### src/rtl/term_write_ctrl_pkg.sv
// Shared constants for the terminal write path: character codes, commands, states.
package term_write_ctrl_pkg;

  localparam int unsigned CHAR_W  = 6;
  localparam int unsigned COORD_W = 8;

  // Six-bit character set: code = ASCII - 0x20.
  localparam logic [CHAR_W-1:0] CHAR_SPACE = 6'h00;
  localparam logic [CHAR_W-1:0] CHAR_A     = 6'h21;
  localparam logic [CHAR_W-1:0] CHAR_N     = 6'h2E;
  localparam logic [CHAR_W-1:0] CHAR_O     = 6'h2F;
  localparam logic [CHAR_W-1:0] CHAR_T     = 6'h34;

  typedef enum logic [1:0] {
    CMD_PUT = 2'd0,
    CMD_NL  = 2'd1,
    CMD_BS  = 2'd2,
    CMD_CLR = 2'd3
  } cmd_e;

  typedef enum logic [1:0] {
    ST_CLEAR   = 2'd0,
    ST_CLRLINE = 2'd1,
    ST_IDLE    = 2'd2
  } state_e;

  typedef enum logic [2:0] {
    CUR_HOLD = 3'd0,
    CUR_ADV  = 3'd1,
    CUR_NL   = 3'd2,
    CUR_BS   = 3'd3,
    CUR_HOME = 3'd4
  } cur_op_e;

endpackage

### src/rtl/term_write_ctrl_if.sv
// Token input handshake plus single-cell write port toward the display.
interface term_write_ctrl_if;
  import term_write_ctrl_pkg::*;

  logic               in_valid;
  logic               in_ready;
  logic [1:0]         in_cmd;
  logic [CHAR_W-1:0]  in_char;
  logic [COORD_W-1:0] w_h_addr;
  logic [COORD_W-1:0] w_v_addr;
  logic [CHAR_W-1:0]  w_data;
  logic               w_en;

  modport master (
    output in_valid, in_cmd, in_char,
    input  in_ready, w_h_addr, w_v_addr, w_data, w_en
  );

  modport slave (
    input  in_valid, in_cmd, in_char,
    output in_ready, w_h_addr, w_v_addr, w_data, w_en
  );
endinterface

### src/rtl/term_cursor.sv
// Text cursor register with advance / newline / backspace / home operations.
module term_cursor
  import term_write_ctrl_pkg::*;
#(
  parameter int unsigned COLS = 10,
  parameter int unsigned ROWS = 6
) (
  input  logic               clk,
  input  logic               rst,
  input  cur_op_e            op,
  output logic [COORD_W-1:0] cur_h,
  output logic [COORD_W-1:0] cur_v,
  output logic               at_eol_c,
  output logic [COORD_W-1:0] bs_h_c,
  output logic [COORD_W-1:0] bs_v_c,
  output logic               bs_ok_c
);

  localparam logic [COORD_W-1:0] H_MAX = COORD_W'(COLS - 1);
  localparam logic [COORD_W-1:0] V_MAX = COORD_W'(ROWS - 1);

  logic [COORD_W-1:0] v_next_c;

  // Next row with bottom-to-top wrap, and the backspace target cell.
  always_comb begin
    v_next_c = (cur_v == V_MAX) ? '0 : cur_v + 8'd1;
    at_eol_c = (cur_h == H_MAX);
    bs_h_c   = cur_h;
    bs_v_c   = cur_v;
    bs_ok_c  = 1'b0;
    if (cur_h != '0) begin
      bs_h_c  = cur_h - 8'd1;
      bs_ok_c = 1'b1;
    end else if (cur_v != '0) begin
      bs_h_c  = H_MAX;
      bs_v_c  = cur_v - 8'd1;
      bs_ok_c = 1'b1;
    end
  end

  // Cursor register update.
  always_ff @(posedge clk) begin
    if (rst) begin
      cur_h <= '0;
      cur_v <= '0;
    end else begin
      case (op)
        CUR_ADV: begin
          if (at_eol_c) begin
            cur_h <= '0;
            cur_v <= v_next_c;
          end else begin
            cur_h <= cur_h + 8'd1;
          end
        end
        CUR_NL: begin
          cur_h <= '0;
          cur_v <= v_next_c;
        end
        CUR_BS: begin
          cur_h <= bs_h_c;
          cur_v <= bs_v_c;
        end
        CUR_HOME: begin
          cur_h <= '0;
          cur_v <= '0;
        end
        default: ;
      endcase
    end
  end

endmodule

### src/rtl/term_write_ctrl.sv
// Turns character/command tokens into single-cell display writes and tracks the cursor.
module term_write_ctrl
  import term_write_ctrl_pkg::*;
#(
  parameter int unsigned       COLS  = 10,
  parameter int unsigned       ROWS  = 6,
  parameter logic [CHAR_W-1:0] BLANK = CHAR_SPACE
) (
  input  logic               clk,
  input  logic               rst,
  term_write_ctrl_if.slave   bus,
  output logic [COORD_W-1:0] cur_h,
  output logic [COORD_W-1:0] cur_v,
  output logic               busy
);

  localparam logic [COORD_W-1:0] H_MAX = COORD_W'(COLS - 1);
  localparam logic [COORD_W-1:0] V_MAX = COORD_W'(ROWS - 1);

  state_e             state;
  logic [COORD_W-1:0] sweep_h;
  logic [COORD_W-1:0] sweep_v;
  logic               w_en;
  logic [COORD_W-1:0] w_h_addr;
  logic [COORD_W-1:0] w_v_addr;
  logic [CHAR_W-1:0]  w_data;

  cmd_e               cmd_c;
  cur_op_e            cur_op_c;
  logic               at_eol_c;
  logic [COORD_W-1:0] bs_h_c;
  logic [COORD_W-1:0] bs_v_c;
  logic               bs_ok_c;

  term_cursor #(.COLS(COLS), .ROWS(ROWS)) u_cursor (
    .clk      (clk),
    .rst      (rst),
    .op       (cur_op_c),
    .cur_h    (cur_h),
    .cur_v    (cur_v),
    .at_eol_c (at_eol_c),
    .bs_h_c   (bs_h_c),
    .bs_v_c   (bs_v_c),
    .bs_ok_c  (bs_ok_c)
  );

  // Cursor operation for this cycle: token effects in IDLE, homing at end of full clear.
  always_comb begin
    cmd_c    = cmd_e'(bus.in_cmd);
    cur_op_c = CUR_HOLD;
    if (state == ST_IDLE && bus.in_valid) begin
      case (cmd_c)
        CMD_PUT: cur_op_c = CUR_ADV;
        CMD_NL:  cur_op_c = CUR_NL;
        CMD_BS:  cur_op_c = CUR_BS;
        default: cur_op_c = CUR_HOLD;
      endcase
    end else if (state == ST_CLEAR && sweep_h == H_MAX && sweep_v == V_MAX) begin
      cur_op_c = CUR_HOME;
    end
  end

  // Sequencer: sweep counters, state and the registered write port (addr/data held when idle).
  always_ff @(posedge clk) begin
    if (rst) begin
      state    <= ST_CLEAR;
      sweep_h  <= '0;
      sweep_v  <= '0;
      w_en     <= 1'b0;
      w_h_addr <= '0;
      w_v_addr <= '0;
      w_data   <= '0;
    end else begin
      w_en <= 1'b0;
      case (state)
        ST_CLEAR: begin
          w_en     <= 1'b1;
          w_h_addr <= sweep_h;
          w_v_addr <= sweep_v;
          w_data   <= BLANK;
          if (sweep_h == H_MAX) begin
            sweep_h <= '0;
            if (sweep_v == V_MAX) begin
              sweep_v <= '0;
              state   <= ST_IDLE;
            end else begin
              sweep_v <= sweep_v + 8'd1;
            end
          end else begin
            sweep_h <= sweep_h + 8'd1;
          end
        end
        ST_CLRLINE: begin
          w_en     <= 1'b1;
          w_h_addr <= sweep_h;
          w_v_addr <= cur_v;
          w_data   <= BLANK;
          if (sweep_h == H_MAX) begin
            sweep_h <= '0;
            state   <= ST_IDLE;
          end else begin
            sweep_h <= sweep_h + 8'd1;
          end
        end
        ST_IDLE: begin
          if (bus.in_valid) begin
            case (cmd_c)
              CMD_PUT: begin
                w_en     <= 1'b1;
                w_h_addr <= cur_h;
                w_v_addr <= cur_v;
                w_data   <= bus.in_char;
                if (at_eol_c) begin
                  sweep_h <= '0;
                  state   <= ST_CLRLINE;
                end
              end
              CMD_NL: begin
                sweep_h <= '0;
                state   <= ST_CLRLINE;
              end
              CMD_BS: begin
                if (bs_ok_c) begin
                  w_en     <= 1'b1;
                  w_h_addr <= bs_h_c;
                  w_v_addr <= bs_v_c;
                  w_data   <= BLANK;
                end
              end
              CMD_CLR: begin
                sweep_h <= '0;
                sweep_v <= '0;
                state   <= ST_CLEAR;
              end
            endcase
          end
        end
        default: begin
          sweep_h <= '0;
          sweep_v <= '0;
          state   <= ST_CLEAR;
        end
      endcase
    end
  end

  assign bus.in_ready = (state == ST_IDLE);
  assign busy         = (state != ST_IDLE);
  assign bus.w_en     = w_en;
  assign bus.w_h_addr = w_h_addr;
  assign bus.w_v_addr = w_v_addr;
  assign bus.w_data   = w_data;

endmodule

### src/flat_wrapper.sv
// flat-port wrapper written by rule: the top's interface ports become plain ports
module term_write_ctrl_flat import term_write_ctrl_pkg::*;
#(
  parameter int unsigned       COLS  = 10,
  parameter int unsigned       ROWS  = 6,
  parameter logic [CHAR_W-1:0] BLANK = CHAR_SPACE
)
  (clk, rst, cur_h, cur_v, busy, bus_in_valid, bus_in_cmd, bus_in_char, bus_in_ready, bus_w_h_addr, bus_w_v_addr, bus_w_data, bus_w_en);
  term_write_ctrl_if bus_i ();
  input  logic clk;
  input  logic rst;
  output logic [COORD_W-1:0] cur_h;
  output logic [COORD_W-1:0] cur_v;
  output logic busy;
  input wire logic [$bits(bus_i.in_valid)-1:0] bus_in_valid;
  input wire logic [$bits(bus_i.in_cmd)-1:0] bus_in_cmd;
  input wire logic [$bits(bus_i.in_char)-1:0] bus_in_char;
  output wire logic [$bits(bus_i.in_ready)-1:0] bus_in_ready;
  output wire logic [$bits(bus_i.w_h_addr)-1:0] bus_w_h_addr;
  output wire logic [$bits(bus_i.w_v_addr)-1:0] bus_w_v_addr;
  output wire logic [$bits(bus_i.w_data)-1:0] bus_w_data;
  output wire logic [$bits(bus_i.w_en)-1:0] bus_w_en;
  assign bus_i.in_valid = bus_in_valid;
  assign bus_i.in_cmd = bus_in_cmd;
  assign bus_i.in_char = bus_in_char;
  assign bus_in_ready = bus_i.in_ready;
  assign bus_w_h_addr = bus_i.w_h_addr;
  assign bus_w_v_addr = bus_i.w_v_addr;
  assign bus_w_data = bus_i.w_data;
  assign bus_w_en = bus_i.w_en;
  term_write_ctrl #(.COLS(COLS), .ROWS(ROWS), .BLANK(BLANK)) u_core (.clk(clk), .rst(rst), .bus(bus_i), .cur_h(cur_h), .cur_v(cur_v), .busy(busy));
endmodule
### config.mk
export PLATFORM = sky130hd
export DESIGN_NAME = term_write_ctrl_flat
export DESIGN_NICKNAME = d
export VERILOG_FILES = /design/src/rtl/term_write_ctrl_pkg.sv /design/src/rtl/term_write_ctrl_if.sv /design/src/rtl/term_cursor.sv /design/src/rtl/term_write_ctrl.sv /design/src/flat_wrapper.sv
export SDC_FILE = /design/constraint.sdc
export NUM_CORES = 1
export LEC_CHECK = 0
export CORE_ASPECT_RATIO = 0.7
export CORE_MARGIN = 2
export CORE_UTILIZATION = 49
export DETAILED_ROUTE_END_ITERATION = 10
export GPL_TIMING_DRIVEN = 0
export HOLD_SLACK_MARGIN = 0.12
export PLACE_DENSITY = 0.74
export RECOVER_POWER = 25
export SLEW_MARGIN = 30
export SYNTH_ARGS = -nofsm -noshare
export SYNTH_HDL_FRONTEND = slang
export SYNTH_HIERARCHICAL = 1
export SYNTH_SLANG_ARGS = --single-unit
### constraint.sdc
create_clock -name clk -period 3.32 [get_ports clk]
set_input_delay 0.83 -clock clk [delete_from_list [all_inputs] [get_ports clk]]
set_output_delay 0.83 -clock clk [all_outputs]
set_load 0.01 [all_outputs]
==> metrics.cfg <==
[sta]
finalHoldViolations=0
setup_violations=0
worst_clock_skew_ns=0.00553
setup_ws_ns=0.0711
setup_repair_after_global_routing_missed_its_margin=true
max-slew-margin-rel=0.444
final.period_utilization=0.979
timing.final.crit_period_ns=3.25
max_freq_mhz=308
whs_ns=0.481
slew_violations=0
timing_worst_slew_pin_value_ns=0.825

[global_routing]
number_of_antenna_violations_at_the_first_check_in_global_routing=0
first_global_vias=4066
groute.usage.overall=0.288
grt_pass1_wl_microns=21100
grt_start_max_net_pins=20
globalRoute.totalOverflow=0

[logic_synthesis]
synth_flop_cell=dfxtp_1
synth_commonest_cells=dfxtp_1 (57), a21oi_1 (51), nor2_1 (43)
synthCells=525
portion_of_synthesized_cell_area_occupied_by_the_leading_cell_type=0.267
synth_edf_count=0
synth_fp_nets=557
synth_most_common_cell=dfxtp_1
count_of_distinct_cell_types_in_the_synthesized_netlist=78
synth-seq-cells=57
seq_area_frac_synth=0.267
synth.largest_area_cell=dfxtp_1
postSynthAreaPerCell_sq_um=8.15
synthTopCellsByArea=dfxtp_1 (27%), ha_1 (6.1%), a21oi_1 (6.0%), o21ai_0 (4.6%), a2111o_1 (4.2%)
mappedNetlistArea_sq_um=4280
synth-async-reset-ratio=0
synth.yosys.warnings=6

[final_layout]
syn2layout_area_growth_pct=25.1
layout.core_utilization=0.631
final_cell_area_sq_um=5350
drive_gt1_frac=0.121
diodes=0
nets=621

[detailed_routing]
drt.antenna.violating_nets=0
drtIter0Drc=508
post-route-drc-count=0
vias_per_cell=6.40
drt-pass1-iter-count=5
wirelength_microns=13600
post_drt_wl_per_cell_microns=19.1
vias=4571

[die]
placeableCoreArea_sq_um=8480
dieArea_sq_um=9510
die-height_microns=82.2
starting_density_of_the_core=0.505
io_pins=52
horizontal_extent_of_the_die_microns=116
fp-row-count=28

[hold_path]
hp-class=flop to flop
hp-start=u_core/bus.w_data[2]$_SDFFE_PP0P_

[cts]
cts_htree_levels=3
tritoncts_clock_tree=built
cts.root.buffer_cell=clkbuf_16
cts.clk_slew.worst_paths_ns=0.05
clock_sinks=57
clkLatencyLatePin_ns=0.34
ctsHoldBuffers=0
cts_buffer_depth=2
cts-buffers-inserted=9

[critical_path]
slowest_delay_ns=0.53
worstSetupPathType=input pin to flop
required_ns=3.53
crit_slowest_cell=clkdlybuf4s50_1
r2r-start=u_core/u_cursor/cur_h[1]$_SDFFE_PP0P_
ff2ff_setup_slack_ns=0.23
critical_path.cell_chain=clkdlybuf4s50_1, inv_1, ha_1, buf_6, nor2_2, nor3_4, or3b_4, o211ai_1, buf_4, buf_4, inv_1, a32oi_1, a21oi_1
critical_path.max_fanout=19
data_arrival_time_of_the_critical_path_ns=3.46
critical_path.startpoint=bus_in_cmd[0]
start_kind=input pin
cp-end-kind=flop
worst_r2r_path_depth=12
r2r_end=u_core/bus.w_data[5]$_SDFFE_PP0P_
critPathCapture=u_core/u_cursor/cur_v[1]$_SDFFE_PP0P_

[power_and_ir_drop]
power.ir.vdd_worst_mv=0.226
power.density_cell_area_nw_per_um2=352
leakagePower_nw=2.04

[placed_design]
post_dp_area_sq_um=4940
estimated_wirelength_of_the_detail_placed_design_microns=9870
place_congestion=0.975
post-place-ws_ns=-1.04
io_buffer_count=51

[flow_run]
timing.max_cap.violations=0

[status]
run_status=completed

[repair_timing]
action | CTS | global route
pin swaps | 4 | 0
buffers inserted | 4 | 0
setup endpoints to repair | 36 | 29
gates resized for setup | 10 | 14
[stage by stage]
step / total power, mW / cells / setup TNS (ns)
6_report: 1.89 / 714 / 0
5_1_grt: 1.94 / 714 / -0.0602
4_1_cts: 1.90 / 714 / 0
3_5_place_dp: 0.806 / 696 / -14.63
3_3_place_gp: 0.803 / 696 / -11.44
2_1_floorplan: 0.765 / 525 / 0
[critical path: cells and delay by family]
family | cells | cell delay [ns]
adder cells (fa/ha/maj) | 1 | 0.25
buffers and inverters | 6 | 1.27
AO/OA/AOI/OAI | 3 | 0.43
AND/OR/NAND/NOR | 3 | 0.67
[layout by cell type (no fill, tap or decap), types with 4 or more instances in the layout]
| cell type | synthesis | layout |
|---|---|---|
| dfxtp_1 | 57 | 57 |
| a21oi_1 | 51 | 51 |
| nor2_1 | 43 | 42 |
| o21ai_0 | 39 | 39 |
| clkdlybuf4s50_1 | 0 | 27 |
| nand2_1 | 26 | 26 |
| dlygate4sd3_1 | 0 | 24 |
| inv_1 | 22 | 21 |
| ha_1 | 21 | 20 |
| clkbuf_1 | 26 | 19 |
| a2111o_1 | 16 | 16 |
| mux2i_1 | 11 | 11 |
| xor2_1 | 10 | 10 |
| clkbuf_16 | 0 | 9 |
| nand3_1 | 9 | 9 |
| mux2_2 | 9 | 9 |
| clkbuf_2 | 2 | 8 |
| and3_1 | 8 | 8 |
| a22oi_1 | 8 | 8 |
| nand4_1 | 7 | 7 |
| nand4b_1 | 7 | 7 |
| nand2b_1 | 7 | 7 |
| nor3_1 | 8 | 7 |
| a31oi_1 | 7 | 7 |
| or3_1 | 6 | 6 |
| o31ai_1 | 6 | 6 |
| a311oi_1 | 6 | 6 |
| a211oi_1 | 6 | 6 |
| nor3b_1 | 5 | 5 |
| buf_4 | 3 | 5 |
| or4_1 | 5 | 5 |
| a41oi_1 | 5 | 5 |
| xnor2_1 | 5 | 5 |
| buf_6 | 2 | 4 |
| buf_2 | 5 | 4 |
| nand3b_1 | 4 | 4 |
| nor2b_1 | 4 | 4 |
| nor4_1 | 4 | 4 |
| a2111oi_0 | 4 | 4 |
| o32ai_1 | 4 | 4 |
[registers in the layout, summed over array words and instances (netlist names)]
| name | cells |
|---|---|
| u_core/bus.w_data | 6 |
| u_core/u_cursor/cur_h | 8 |
| u_core/state | 2 |
| u_core/bus.w_h_addr | 8 |
| u_core/bus.w_v_addr | 8 |
| u_core/sweep_v | 8 |
| u_core/u_cursor/cur_v | 8 |
| u_core/sweep_h | 8 |
| u_core/bus.w_en | 1 |
[worst min-delay path by stage]
| stage | cells past startpoint | to |
|---|---|---|
| after floorplan | 2 | u_core/state[1]$_SDFFE_PP0P_ |
| after global placement | 2 | u_core/bus.w_data[4]$_SDFFE_PP0P_ |
| after detailed placement | 2 | u_core/bus.w_data[2]$_SDFFE_PP0P_ |
| after CTS | 2 | u_core/bus.w_h_addr[3]$_SDFFE_PP0P_ |
| after global routing | 2 | u_core/bus.w_data[3]$_SDFFE_PP0P_ |
| final | 2 | u_core/bus.w_data[2]$_SDFFE_PP0P_ |
[power by group]
part	total (mW)	switching, mW	internal, mW
Sequential	0.702	0.00952	0.692
Clock	1.09	0.340	0.752
Combinational	0.0919	0.0515	0.0405
[cell families after synthesis]
kind of cell,synth area share
multiplexers,0.0494
XOR/XNOR,0.0307
AND/OR/NAND/NOR,0.230
buffers and inverters,0.0652
flip-flops,0.267
adder cells (fa/ha/maj),0.0614
AO/OA/AOI/OAI,0.297
[layout make-up]
type / instances / area, sq um
fill: 771 / 3120
timing repair buffer: 55 / 541
multi-input combinational: 403 / 2890
clock buffer: 11 / 243
tap: 120 / 150
clock inverter: 5 / 103
inverter: 24 / 90.1
sequential: 57 / 1140
buffer: 39 / 199
[per-layer routing]
metal / GRT usage / up-vias / share of wire
met5: 0 / - / 0
met3: 0.0766 / 24 / 0.098
met4: 0.0798 / 0 / 0.015
met1: 0.414 / 2171 / 0.46
met2: 0.424 / 254 / 0.43
li1: - / 2122 / -
Note: power is estimated with default switching activity, not from simulation.
